--- src/rtl/ahb3lite_cmd_master.sv ---
// ahb3lite_cmd_master: single-outstanding AHB3-Lite master turning a cmd/rsp stream into SINGLE transfers.
// Define AHB3LITE_CMD_ALIGN_CHECK_EN to reject oversized or misaligned commands locally without bus activity.
module ahb3lite_cmd_master #(
  parameter logic [3:0] HPROT_VAL = 4'b0011
) (
  input  logic        CLK,
  input  logic        RESETn,
  input  logic        CMD_VALID,
  output logic        CMD_READY,
  input  logic        CMD_WRITE,
  input  logic [31:0] CMD_ADDR,
  input  logic [31:0] CMD_WDATA,
  input  logic [2:0]  CMD_SIZE,
  output logic        RSP_VALID,
  input  logic        RSP_READY,
  output logic [31:0] RSP_RDATA,
  output logic        RSP_ERR,
  output logic [31:0] HADDR,
  output logic        HWRITE,
  output logic [2:0]  HSIZE,
  output logic [2:0]  HBURST,
  output logic [3:0]  HPROT,
  output logic [1:0]  HTRANS,
  output logic        HMASTLOCK,
  output logic [31:0] HWDATA,
  input  logic        HREADY,
  input  logic [31:0] HRDATA,
  input  logic        HRESP
);
  localparam logic [2:0] IDLE = 3'd0;
  localparam logic [2:0] ADDR = 3'd1;
  localparam logic [2:0] DATA = 3'd2;
  localparam logic [2:0] ERR2 = 3'd3;
  localparam logic [2:0] RESP = 3'd4;
  logic [2:0]  state;
  logic [31:0] wdata_q;
  logic        rej;
`ifdef AHB3LITE_CMD_ALIGN_CHECK_EN
  assign rej = (CMD_SIZE > 3'd2) || (CMD_SIZE == 3'd1 && CMD_ADDR[0]) ||
               (CMD_SIZE == 3'd2 && CMD_ADDR[1:0] != 2'b00);
`else
  assign rej = 1'b0;
`endif
  assign CMD_READY = state == IDLE;
  assign RSP_VALID = state == RESP;
  assign HTRANS    = state == ADDR ? 2'b10 : 2'b00;
  assign HBURST    = 3'b000;
  assign HPROT     = HPROT_VAL;
  assign HMASTLOCK = 1'b0;
  always_ff @(posedge CLK or negedge RESETn) begin
    if (!RESETn) begin
      state     <= IDLE;
      wdata_q   <= '0;
      HADDR     <= '0;
      HWRITE    <= 1'b0;
      HSIZE     <= '0;
      HWDATA    <= '0;
      RSP_RDATA <= '0;
      RSP_ERR   <= 1'b0;
    end else begin
      case (state)
        IDLE: if (CMD_VALID) begin
          wdata_q <= CMD_WDATA;
          if (rej) begin
            RSP_ERR   <= 1'b1;
            RSP_RDATA <= '0;
            state     <= RESP;
          end else begin
            HADDR  <= CMD_ADDR;
            HWRITE <= CMD_WRITE;
            HSIZE  <= CMD_SIZE;
            state  <= ADDR;
          end
        end
        ADDR: if (HREADY) begin
          HWDATA <= wdata_q;
          state  <= DATA;
        end
        // an OKAY completion returns data; HREADY high with HRESP high is treated as an error
        DATA: if (HREADY) begin
          RSP_ERR   <= HRESP;
          RSP_RDATA <= (HWRITE || HRESP) ? 32'd0 : HRDATA;
          state     <= RESP;
        end else if (HRESP) begin
          state <= ERR2;
        end
        ERR2: if (HREADY) begin
          RSP_ERR   <= 1'b1;
          RSP_RDATA <= '0;
          state     <= RESP;
        end
        RESP: if (RSP_READY) state <= IDLE;
        default: state <= IDLE;
      endcase
    end
  end
endmodule

--- config.mk ---
export PLATFORM = sky130hd
export DESIGN_NAME = ahb3lite_cmd_master
export DESIGN_NICKNAME = d
export VERILOG_FILES = /design/src/rtl/ahb3lite_cmd_master.sv
export SDC_FILE = /design/constraint.sdc
export NUM_CORES = 1
export LEC_CHECK = 0
export ABC_AREA = 1
export CORE_ASPECT_RATIO = 1.5
export CORE_MARGIN = 2
export CORE_UTILIZATION = 40
export DETAILED_ROUTE_END_ITERATION = 10
export PLACE_DENSITY = 0.77
export SLEW_MARGIN = 30
export SYNTH_ARGS = -nofsm -noshare
export SYNTH_HDL_FRONTEND = slang
export SYNTH_SLANG_ARGS = --single-unit
--- constraint.sdc ---
create_clock -name CLK -period 1.3 [get_ports CLK]
set_input_delay 0.39 -clock CLK [delete_from_list [all_inputs] [get_ports CLK]]
set_output_delay 0.39 -clock CLK [all_outputs]
set_load 0.05 [all_outputs]
Yosys cells after proc, flatten, opt, wreduce, memory -nomap -nowiden
Index checks and enable logic that the tools add are counted.
{"block": "op_classes", "n_reduce_logical": 7, "mux": 15, "n_eq_ne": 10}
{"op": "$mux 32", "count": 3}
{"op": "$pmux 32 s2", "count": 1}
{"op": "$mux 3", "count": 6}
{"op": "$pmux 3 s5", "count": 1}
{"op": "$ne 2x2->1 const B", "count": 4}
{"op": "$eq 3x2->1 const B", "count": 2}
{"op": "$reduce_and 5->1", "count": 1}
{"op": "$reduce_and 2->1", "count": 2}
{"op": "$eq 3x1->1 const B", "count": 1}
{"op": "$eq 3x3->1 const B", "count": 1}
{"op": "$logic_not 3->1", "count": 1}
{"op": "$ne 3x3->1 const B", "count": 1}
{"op": "$reduce_and 3->1", "count": 1}
{"op": "$mux 1", "count": 2}
{"op": "$mux 2", "count": 1}
{"op": "$ne 2x1->1 const B", "count": 1}
{"op": "$pmux 1 s2", "count": 1}
{"op": "$reduce_bool 2->1", "count": 1}
{"op": "$logic_or 1x1->1", "count": 1}
{"block": "totals", "inputBits": 106, "regBits": 136, "output_inout_bits": 113, "wordCells": 40}

Depth between registers and ports, before layout
{"block": "logic_depth", "ltp_word": 4, "ltp_mapped": 8, "mapped_depth_nobuf": 7}

Least setup slack after synthesis
OpenSTA, ideal clock, no wires.
{"block": "synth_path", "path_type": "register -> output", "from": "register state[1]", "to": "output RSP_VALID", "required_time_ns": 0.910, "arrival_time_ns": 1.521, "n_path_buf": 0, "stages_incl_launch_ff": 2, "path_slack_ns": -0.611, "path_cell_list": "dfrtp_1 -> nor3_1"}
{"block": "synth_between", "elab_chain_len": 1}
{"element": "start, declared", "line": "35", "rtl": "logic [2:0] state;"}
{"element": "start signal, assigned", "line": "52", "rtl": "state <= IDLE;"}
{"element": "start signal, assigned", "line": "67", "rtl": "state <= RESP;"}
{"element": "start signal, assigned", "line": "72", "rtl": "state <= ADDR;"}
{"element": "$eq 3x3->1", "line": "45", "rtl": "assign RSP_VALID = state == RESP;"}
{"element": "end, declared", "line": "14", "rtl": "output logic RSP_VALID,"}
No other way between the ends.

Worst setup path after layout
{"block": "layout_path", "from": "register state[0]", "to": "output HTRANS[1]"}
{"block": "layout_between", "elab_chain_len": 2}
{"element": "$eq 3x1->1", "line": "46", "rtl": "assign HTRANS = state == ADDR ? 2'b10 : 2'b00;"}
{"element": "$mux 2", "line": "46"}
{"element": "end, declared", "line": "23", "rtl": "output logic [1:0] HTRANS,"}
No other way between the ends.

==> flow_summary.json <==
{
  "status": "complete, but fails checks",
  "violations": "negative setup slack",
  "synth_top_cell_area_share": 0.606,
  "grt_max_degree": 45,
  "cp.arrival_ns": 1.40,
  "syn_inst": 626,
  "fillers": 535,
  "seq_area_frac_synth": 0.606,
  "synthToLayoutAreaGrowth_pct": 124,
  "ir_worst_vdd_mv": 2.25,
  "grt-ovfl-total": 0,
  "place_congestion": 0.849,
  "numCtsBuffers": 17,
  "grt_pass1_vias": 6041,
  "internal_power_uw": 20300,
  "switching_share": 0.433,
  "drv_cap": 0,
  "cpMaxStageDelayCell": "dfrtp_2",
  "ys_warn_count": 0,
  "vias": 6331,
  "hold_ws_ns": 0.408,
  "utilization": 0.907,
  "relSlewSlack": 0.504,
  "first_pass_iters": 5,
  "path_class": "register to output pin",
  "fmax_ghz": 0.559,
  "ant_nets": 0,
  "cts_tree": "yes",
  "yosysMostFrequentCell": "nand2_1",
  "route.detailed.wl_per_inst_um": 23.4,
  "rsz0062_at_grt": "yes",
  "worst_pin_slew_ns": 0.742,
  "async_flop_share": 1.00,
  "crit_chain": "buf_6, inv_4, nor2_4, nand2_2, inv_4, buf_12",
  "antenna_found_initial": 0,
  "path_common_cell": "inv_4",
  "hold_viol": 0,
  "multi_input_area_um2": 3090,
  "io_pins": 219,
  "ys_types": 20,
  "period_share": 1.38,
  "synth_top_area_cell": "dfrtp_1",
  "grt_use_met1": 0.304,
  "synth_ff_type": "dfrtp_1",
  "final-seq-area_um2": 3440,
  "core_area_um2": 13900,
  "cts.sinks": 136,
  "io_buffer_count": 209,
  "synthesis.area_um2": 5610,
  "cts_buffer_depth": 2,
  "p_comb_frac": 0.632,
  "finClkSkew_ns": 0.0117,
  "gr-max-usage-layer": "met2",
  "drc_errors": 0,
  "clk_pin_slew_ns": 0.06,
  "p_clk_frac": 0.143,
  "die_y_um": 149,
  "ctsHtreeMaxLevel": 4,
  "synth.area.top_cells": "dfrtp_1, nand2_1, nand3_1, o21ai_1, buf_6",
  "path_buf_inv": 4,
  "start_kind": "register",
  "crit_path_max_incr_delay_ns": 0.42,
  "drt_iter0_markers": 304,
  "nNetsFinal": 1078,
  "avgSynthCellArea_um2": 8.96,
  "insertion_delay_ns": 0.42,
  "cts-root-buf": "clkbuf_16",
  "met2_usage": 0.514,
  "die_w_um": 101,
  "drive_above_1_share": 0.603,
  "power_leakage_uw": 0.00583,
  "layout_setup_ws_ns": -0.489,
  "dp.final_hpwl_um": 11200,
  "ys_ff_latch": 136,
  "power_frac_seq": 0.225,
  "die_area_um2": 15000,
  "setup_viol": 240,
  "cp_max_fo": 3,
  "grt_usage": 0.281,
  "pwr_density_cell_nw_per_um2": 2850,
  "wl_um": 26900,
  "cp_top_family": "flip-flops",
  "post-route-cell-area_um2": 12600,
  "diodes": 0,
  "synth-edff-count": 0,
  "start_util": 0.405,
  "synthTopCellsByCount": "nand2_1, dfrtp_1, nand3_1, o21ai_1, buf_2",
  "rows": 53,
  "worstPathRequired_ns": 0.91,
  "place_area_um2": 9020,
  "vias_per_cell": 5.51,
  "p_sw_uw": 15500,
  "end_kind": "output pin",
  "grt_pass1_wl_um": 32200,
  "min_period_ns": 1.79,
  "grt_use_met3": 0.0684,
  "hp-class": "primary input to async pin",
  "slew_viol_final": 0
}
[through the flow]
stage / setup WS (ns) / cells / setup TNS (ns) / total power, uW
3_3_place_gp: -0.267 / 986 / -20.93 / 21800
2_1_floorplan: -0.0315 / 633 / -0.355 / 14700
3_5_place_dp: -0.321 / 986 / -22.17 / 22100
5_1_grt: -0.532 / 1150 / -55.35 / 37000
4_1_cts: -0.449 / 1079 / -41.23 / 31600
6_report: -0.489 / 1150 / -47.49 / 35800
[registers in the layout, indices dropped and copies added, names as in the netlist]
name       cells
HADDR         32
HWDATA        32
RSP_RDATA     32
wdata_q       32
HSIZE          3
state          3
HWRITE         1
RSP_ERR        1
[layout by cell type, fill, tap and decap left out, drive strengths merged, types with 7 or more instances in the layout]
master           n
conb             9
inv             12
nand2          248
clkbuf          24
nand3          132
nor2             7
buf            263
dfrtp          136
o21ai           34
clkdlybuf4s50  102
[routing by layer]
layer / vias to the layer above / share of wire / routed length (um)
li1: 2714 / - / -
met1: 3143 / 0.33 / 8760
met2: 356 / 0.55 / 14900
met3: 118 / 0.061 / 1640
met4: 0 / 0.061 / 1660
met5: - / 0 / 0
[kinds of logic (layout without fill, tap and decap cells)]
family                 after synthesis  in the layout  share of synthesized area
AND/OR/NAND/NOR                    388            389                      0.292
flip-flops                         136            136                      0.606
buffers and inverters               63            414                     0.0667
AO/OA/AOI/OAI                       37             37                     0.0334
other                                2              9                    0.00134
[power groups by stage]
stage | clock network [uW] | logic, uW | registers (uW)
after floorplan | 0 | 3650 | 11000
after CTS | 5080 | 18900 | 7630
after global routing | 5330 | 23400 | 8200
final | 5130 | 22600 | 8070
after global placement | 0 | 14300 | 7520
after detailed placement | 0 | 14500 | 7600
[final timing paths]
kind / start / to / slack (ns) / cells after the start
worst max-delay path: state[0] / HTRANS[1] / -0.49 / 6
worst min-delay path: RESETn / HWDATA[15] / 0.41 / 2
worst max register to register: state[2] / RSP_RDATA[6] / -0.40 / 7
worst min register to register: wdata_q[1] / wdata_q[1] / 0.49 / 2
max in group asynchronous: RESETn / HWDATA[1] / 0.35 / 3
min in group CLK: wdata_q[1] / wdata_q[1] / 0.49 / 2
[timing repair]
action                                  in CTS  in global routing
pin swaps                                   44                 40
gates resized for setup                    156                304
endpoints found under the setup margin     205                240
hold buffers                                 1                  0
setup buffers                               40                 74
hold endpoints to repair                    21                  0
gates cloned                                21                 11
[cell type report]
type	instances	area share
repair buffers	373	0.411
flip-flops and latches	136	0.274
multi-input cells	435	0.246
clock buffers	18	0.0350
well taps	165	0.0164
clock inverters	14	0.0136
inverters	9	0.00368
[worst register-to-register path: stages (launching register included)]
cell       delay [ns]
dfrtp_1          0.41
buf_6            0.14
buf_4            0.12
buf_6            0.11
nor2_4           0.24
nand2_4          0.16
clkbuf_16        0.23
o21ai_4          0.19
Note: power is estimated with default switching activity, not from simulation.
